===== src/rtl/mux21_arbiter.sv =====
// Two-requester round-robin arbiter driving a shared registered 2:1 mux.
// Grant tenure is capped at MAX_HOLD cycles while the other side is waiting.
module mux21_arbiter #(
  parameter int DATA_W   = 1,
  parameter int MAX_HOLD = 4
) (
  input  logic              CLK,
  input  logic              RST_N,
  input  logic              REQ_A,
  input  logic              REQ_B,
  input  logic [DATA_W-1:0] A,
  input  logic [DATA_W-1:0] B,
  output logic              GNT_A,
  output logic              GNT_B,
  output logic              SEL,
  output logic [DATA_W-1:0] OUT,
  output logic              VALID
);

  typedef enum logic [1:0] {
    IDLE  = 2'd0,
    OWN_A = 2'd1,
    OWN_B = 2'd2
  } state_t;

  localparam logic [3:0] HOLD_LIMIT = 4'(MAX_HOLD);

  state_t     state_reg, state_next;
  logic [3:0] hold_reg, hold_next;
  logic       last_b_reg, last_b_next;  // 1 when B was the most recent owner

  always_ff @(posedge CLK or negedge RST_N) begin
    if (!RST_N) begin
      state_reg  <= IDLE;
      hold_reg   <= 4'd0;
      last_b_reg <= 1'b1;
    end else begin
      state_reg  <= state_next;
      hold_reg   <= hold_next;
      last_b_reg <= last_b_next;
    end
  end

  always_comb begin
    state_next = state_reg;
    case (state_reg)
      IDLE: begin
        if (REQ_A && REQ_B) state_next = last_b_reg ? OWN_A : OWN_B;
        else if (REQ_A)     state_next = OWN_A;
        else if (REQ_B)     state_next = OWN_B;
      end
      OWN_A: begin
        // A release takes priority so the handoff never inserts an idle bubble
        if (!REQ_A)                            state_next = REQ_B ? OWN_B : IDLE;
        else if (REQ_B && hold_reg >= HOLD_LIMIT) state_next = OWN_B;
      end
      OWN_B: begin
        if (!REQ_B)                            state_next = REQ_A ? OWN_A : IDLE;
        else if (REQ_A && hold_reg >= HOLD_LIMIT) state_next = OWN_A;
      end
      default: state_next = IDLE;
    endcase
  end

  always_comb begin
    hold_next = hold_reg;
    if (state_next == IDLE)           hold_next = 4'd0;
    else if (state_next != state_reg) hold_next = 4'd1;
    else if (hold_reg < HOLD_LIMIT)   hold_next = hold_reg + 4'd1;
  end

  always_comb begin
    last_b_next = last_b_reg;
    if (state_reg == OWN_A && state_next != OWN_A) last_b_next = 1'b0;
    if (state_reg == OWN_B && state_next != OWN_B) last_b_next = 1'b1;
  end

  // Grants and select decode straight from the state register, so they are
  // glitch-free registered outputs and fall with the asynchronous reset.
  always_comb begin
    GNT_A = (state_reg == OWN_A);
    GNT_B = (state_reg == OWN_B);
    SEL   = (state_reg == OWN_B);
  end

  always_ff @(posedge CLK or negedge RST_N) begin
    if (!RST_N) begin
      OUT   <= '0;
      VALID <= 1'b0;
    end else begin
      case (state_reg)
        OWN_A: begin
          OUT   <= A;
          VALID <= 1'b1;
        end
        OWN_B: begin
          OUT   <= B;
          VALID <= 1'b1;
        end
        default: VALID <= 1'b0;
      endcase
    end
  end

endmodule


===== config.mk =====
export PLATFORM = sky130hd
export DESIGN_NAME = mux21_arbiter
export DESIGN_NICKNAME = d
export VERILOG_FILES = /design/src/rtl/mux21_arbiter.sv
export SDC_FILE = /design/constraint.sdc
export NUM_CORES = 1
export LEC_CHECK = 0
export CAP_MARGIN = 5
export CELL_PAD_IN_SITES_DETAIL_PLACEMENT = 2
export CELL_PAD_IN_SITES_GLOBAL_PLACEMENT = 2
export CORE_AREA = 2 2 48 50
export DETAILED_ROUTE_END_ITERATION = 10
export DIE_AREA = 0 0 50 52
export DONT_BUFFER_PORTS = 1
export PLACE_DENSITY = 0.73
export SLEW_MARGIN = 20
export SYNTH_ARGS = -nofsm -noshare
export SYNTH_HDL_FRONTEND = slang
export SYNTH_SLANG_ARGS = --single-unit

===== constraint.sdc =====
create_clock -name CLK -period 1.8 [get_ports CLK]
set_input_delay 0.36 -clock CLK [delete_from_list [all_inputs] [get_ports CLK]]
set_output_delay 0.36 -clock CLK [all_outputs]
set_load 0.005 [all_outputs]

# After elaboration in Yosys (flattened, before gate mapping)
# Index checks and enable logic that the tools add are counted.
# word_totals
ff_bits	9
input_bits	6
out_inout_bits	5
word_cells	42
# classes
n_addsub	1
order_cmp	2
eq_ne	5
muxes	18
n_reduce_logical	11
# ops
op	n
$mux 2	9
$mux 4	3
$pmux 2 s3	1
$logic_and 1x1->1	5
$add 4x1->4 const B	1
$ge 4x3->1 const B	1
$logic_not 2->1	2
$lt 4x3->1 const B	1
$mux 1	4
$reduce_bool 2->1	2
$reduce_bool 3->1	1
$eq 2x1->1 const B	1
$eq 2x2->1 const B	1
$ne 2x1->1 const B	1
$ne 2x2->1	1
$ne 2x2->1 const B	1
$pmux 1 s2	1
$reduce_or 2->1	1

# Longest topological paths before layout
# depth
word_depth	9
ltp_mapped	8
ltp_nobuf	7

# Worst setup path after synthesis
# OpenSTA, ideal clock, no wires.
# synth_path
path_kind	register to register
startpoint	register state_reg[1]
endpoint	register hold_reg[0]
setup_time_ns	0.137
arrival_ns	1.667
path_slack_ns	-0.004
stages_incl_launch_ff	9
path_buffers	1
synth_period_minus_slack_ns	1.804
cell_sequence	dfrtp_1 > buf_2 > inv_1 > ha_1 > inv_1 > o32a_1 > a311o_1 > mux2i_1 > a31oi_1
# synth_between
elab_chain_len	7
# synth_rtl
element	line	text
start: declaration	28	state_t state_reg, state_next;
start signal: assignment	38	state_reg <= state_next;
$mux 2	50	else if (REQ_B) state_next = OWN_B;
$mux 2	49	else if (REQ_A) state_next = OWN_A;
$mux 2	48	if (REQ_A && REQ_B) state_next = last_b_reg ? OWN_A : OWN_B;
$pmux 2 s3	46	case (state_reg)
$ne 2x2->1	68	else if (state_next != state_reg) hold_next = 4'd1;
$mux 4	68	
$mux 4	67	if (state_next == IDLE) hold_next = 4'd0;
end signal: assignment	39	hold_reg <= hold_next;
end: declaration	29	logic [3:0] hold_reg, hold_next;
# Parallel ways exist; a longest one is shown, timed or not.
# A chain may end at the register's enable or synchronous reset.

# Worst setup path in the final report
# layout_path
startpoint	register state_reg[1]
endpoint	register hold_reg[3]
# layout_between
elab_chain_len	7
# layout_rtl
element	line
$mux 2	50
$mux 2	49
$mux 2	48
$pmux 2 s3 *	46
named net state_next[1]	28
$ne 2x2->1	68
$mux 4	68
$mux 4	67
# The timed path passes the listed nets; every way through them passes the cells marked *.

==> summary.txt <==
Synth
  – Yosys warning count: 0
  – Mux cell area share after synthesis: 0.0816
  – Largest family of logic cells by synthesized area: compound AO/OA/AOI/OAI gates
  – Post-Syn Instances: 62
  – Seq/Total Area, Yosys: 0.351
  – Cell area after synthesis: 644 um^2
  – Count of cell types in the netlist: 33
  – Synth Register Bits: 9
  – Syn Area/Cell: roughly 10 um^2
  – Xor and xnor area share after synthesis: 0.0272
  – Syn nets: 73
  – Simple-gate portion of the synthesized area: 0.122
  – Fraction of the mapped netlist area in adder cells: 0.0971
  – Share of the synthesized area in compound gates (AO/OA/AOI/OAI): 0.272

Run status
  – Status: finished with violations
  – Failing checks: setup timing

Die
  – Die Width: 50 um
  – I/O Pins: 11
  – Die ar.: around 0.0026 mm^2
  – Row Count: 17
  – Core ar.: 0.00211 mm^2
  – Starting Density: 0.306
  – DIE HEIGHT: 52 um

Layout
  – Post-route cell area: approximately 860 um^2
  – Most common cell after layout, fill and taps aside: buf_4
  – # fillers: between 200 and 250
  – Most frequent cells in the layout: 13 x buf_4, 8 x dfrtp_1, 4 x nand2_1
  – Post-Layout Cell Count: between 100 and 150
  – N_diodes: 0
  – Largest register FFs: 4
  – Reg area: approximately 230 um^2
  – NumNets Final: 91
  – Post-layout util: 0.410
  – Area of the multi-input gates: 429 um^2
  – Share of post-route cells with drive strength above 1: 0.430
  – Area Overhead vs Synth: 34.0%

Worst setup path
  – Crit path max-delay family: compound AO/OA/AOI/OAI gates
  – Crit path cell chain: buf_4 -> ha_2 -> nand4_1 -> a31oi_4 -> nand2_1 -> o32ai_2
  – Worst path bufs/invs: 1
  – Critical Path Sink: hold_reg[3]
  – CP required: 1960 ps
  – CP peak stage delay: 390 ps
  – Worst Setup SP: state_reg[1]
  – R2R Path End: hold_reg[3]
  – Crit start category: register
  – Crit-path slowest cell: dfrtp_1
  – CP Data Arrival Time: 2040 ps
  – FF-to-FF setup slack: -70 ps
  – Top fanout value on the critical path: 6
  – CP Capture Type: register
  – Reg2Reg Depth: 6
  – Critical Path Stages: 6
  – Kind of critical path: reg2reg
  – Worst flop-to-flop path startpoint: state_reg[1]

Power
  – Switching Share: 0.423
  – Net Sw Power: 667 uW
  – VDD IR max: around 0.74 mV
  – Sequential share of power: 0.215
  – Power Dens Cells: 1830 mW/mm^2
  – Logic pwr share: 0.687
  – Internal power: around 910 uW
  – Clk pwr share: 0.097
  – LEAKAGE: 0.359 nW
  – Total Power: roughly 1.6 mW

Clock network
  – Total CTS buffers: 3
  – Max H-tree Level: 1
  – Sinks on Clock Net: 9
  – Root Driver: clkbuf_4
  – Worst skew pair latency: ~250 ps
  – Clock transition at path regs: 60 ps
  – CTS tree: yes
  – Clk buf depth: 2

Placement
  – Gpl congestion: 0.748
  – DPL Wire Length: 1480 um
  – DP Worst Slack: 18.7 ps
  – Placed cell count: between 90 and 100
  – Placed Area: 747 um^2
  – Input/output buffers: 0

GRT
  – Overflow left after global routing: 0
  – Vias in the first global route: 631
  – Initial antenna violation count: 0
  – Largest net degree at the start of global routing: 10
  – All-Layer GR Usage: 0.159
  – Global-route wire length before repair: ~3000 um

Hold path
  – Tightest Hold Check Type: in2reg
  – Hold Path Depth: 2
  – Hold Startpoint: A

STA
  – Final-report setup violation count: 5
  – RSZ-0062 raised after global routing: yes
  – Period minus WS final: 1870 ps
  – Worst-Margin Slew: 422 ps
  – Max Transition Viols Final: 0
  – Worst setup margin: -73.9 ps
  – Final hold violation count: 0
  – Skew final: 0.525 ps
  – Highest Clock Rate: 534 MHz
  – Slew Limit Headroom: 0.718
  – Tcrit/Tclk final: 1.04

Routing
  – Total Wirelength: roughly 2000 um
  – First DRT Iteration DRCs: 5
  – DR pass1 iterations: 2
  – DR vias: 564
  – ANT nets after route: 0
  – Via/cell ratio: 5.27
  – Avg WL per Cell: 19.0 um
  – DRC viols: 0

Run
  – Max-cap violations: 0
-- cell type report --
class / count / area share
clock buffers: 4 / 0.0304
flip-flops and latches: 9 / 0.262
inverters: 5 / 0.0217
repair buffers: 15 / 0.148
well taps: 28 / 0.0406
multi-input cells: 46 / 0.497
-- worst min path at each step --
stage	endpoint	slack, ps
floorplan	OUT	60
global placement	OUT	60
detailed placement	OUT	60
CTS	OUT	330
global route	OUT	360
finish	OUT	360
-- Yosys cell counts --
| library cell | count | area, um^2 |
|---|---|---|
| a21bo_2 | 1 | 10.0 |
| a21o_1 | 1 | 7.51 |
| a21oi_1 | 2 | 10.0 |
| a22o_1 | 1 | 8.76 |
| a311o_1 | 1 | 10.0 |
| a31oi_1 | 1 | 6.26 |
| a31oi_4 | 2 | 42.5 |
| a41o_1 | 1 | 10.0 |
| and2b_1 | 1 | 7.51 |
| buf_2 | 1 | 5.00 |
| buf_4 | 1 | 7.51 |
| dfrtp_1 | 8 | 200 |
| dfstp_2 | 1 | 26.3 |
| ha_1 | 5 | 62.6 |
| inv_1 | 4 | 15.0 |
| inv_2 | 1 | 3.75 |
| mux2_2 | 2 | 22.5 |
| mux2i_1 | 3 | 30.0 |
| nand2_1 | 4 | 15.0 |
| nand3_1 | 4 | 20.0 |
| nand3b_1 | 1 | 7.51 |
| nand4_1 | 2 | 12.5 |
| nand4b_1 | 1 | 8.76 |
| nor2_1 | 2 | 7.51 |
| o21a_1 | 1 | 7.51 |
| o21ai_0 | 1 | 5.00 |
| o21ai_1 | 1 | 5.00 |
| o21ai_2 | 1 | 8.76 |
| o21ba_2 | 1 | 10.0 |
| o22ai_1 | 1 | 6.26 |
| o32a_1 | 1 | 10.0 |
| o32ai_1 | 2 | 17.5 |
| xnor2_1 | 2 | 17.5 |
-- power groups by stage --
stage,Combinational (mW),Sequential (mW),Clock (mW)
floorplan,0.534,0.341,0
global placement,0.799,0.336,0
detailed placement,0.857,0.344,0
CTS,0.875,0.340,0.162
global route,1.17,0.348,0.178
finish,1.08,0.340,0.153
-- through the flow --
step | TNS [ps] | hold WS [ps]
2_1_floorplan | 0 | 64.4
3_3_place_gp | 0 | 64.7
3_5_place_dp | 0 | 64.6
4_1_cts | -4.34 | 327
5_1_grt | -733 | 356
6_report | -269 | 356
-- worst reg2reg max path, cell delays in order (launching register included) --
cell	delay [ps]
dfrtp_1	390
buf_4	160
ha_2	200
nand4_1	180
a31oi_4	360
nand2_1	200
o32ai_2	280
-- per-layer routing --
layer	global-route usage	vias up	wire length (um)
met5	0	-	0
met4	0.0509	0	33
met3	0.0259	4	42
met2	0.283	9	1110
met1	0.194	285	849
li1	-	266	-
-- cell families (layout without fill, tap and decap cells) --
family	after synthesis	in the layout
mux	5	5
fa+ha+maj	5	5
buf+inv	7	24
flops	9	9
simple gates	15	15
compound gates	19	19
xor+xnor	2	2
-- repair_timing --
item,in CTS,in global routing
gates resized for setup,1,8
endpoints found under the setup margin,2,5
hold buffers,1,0
buffers inserted,0,5
pin swaps,0,10
cloned,0,0
endpoints found under the hold margin,9,0
No activity file was read; power rests on OpenSTA's default activity.
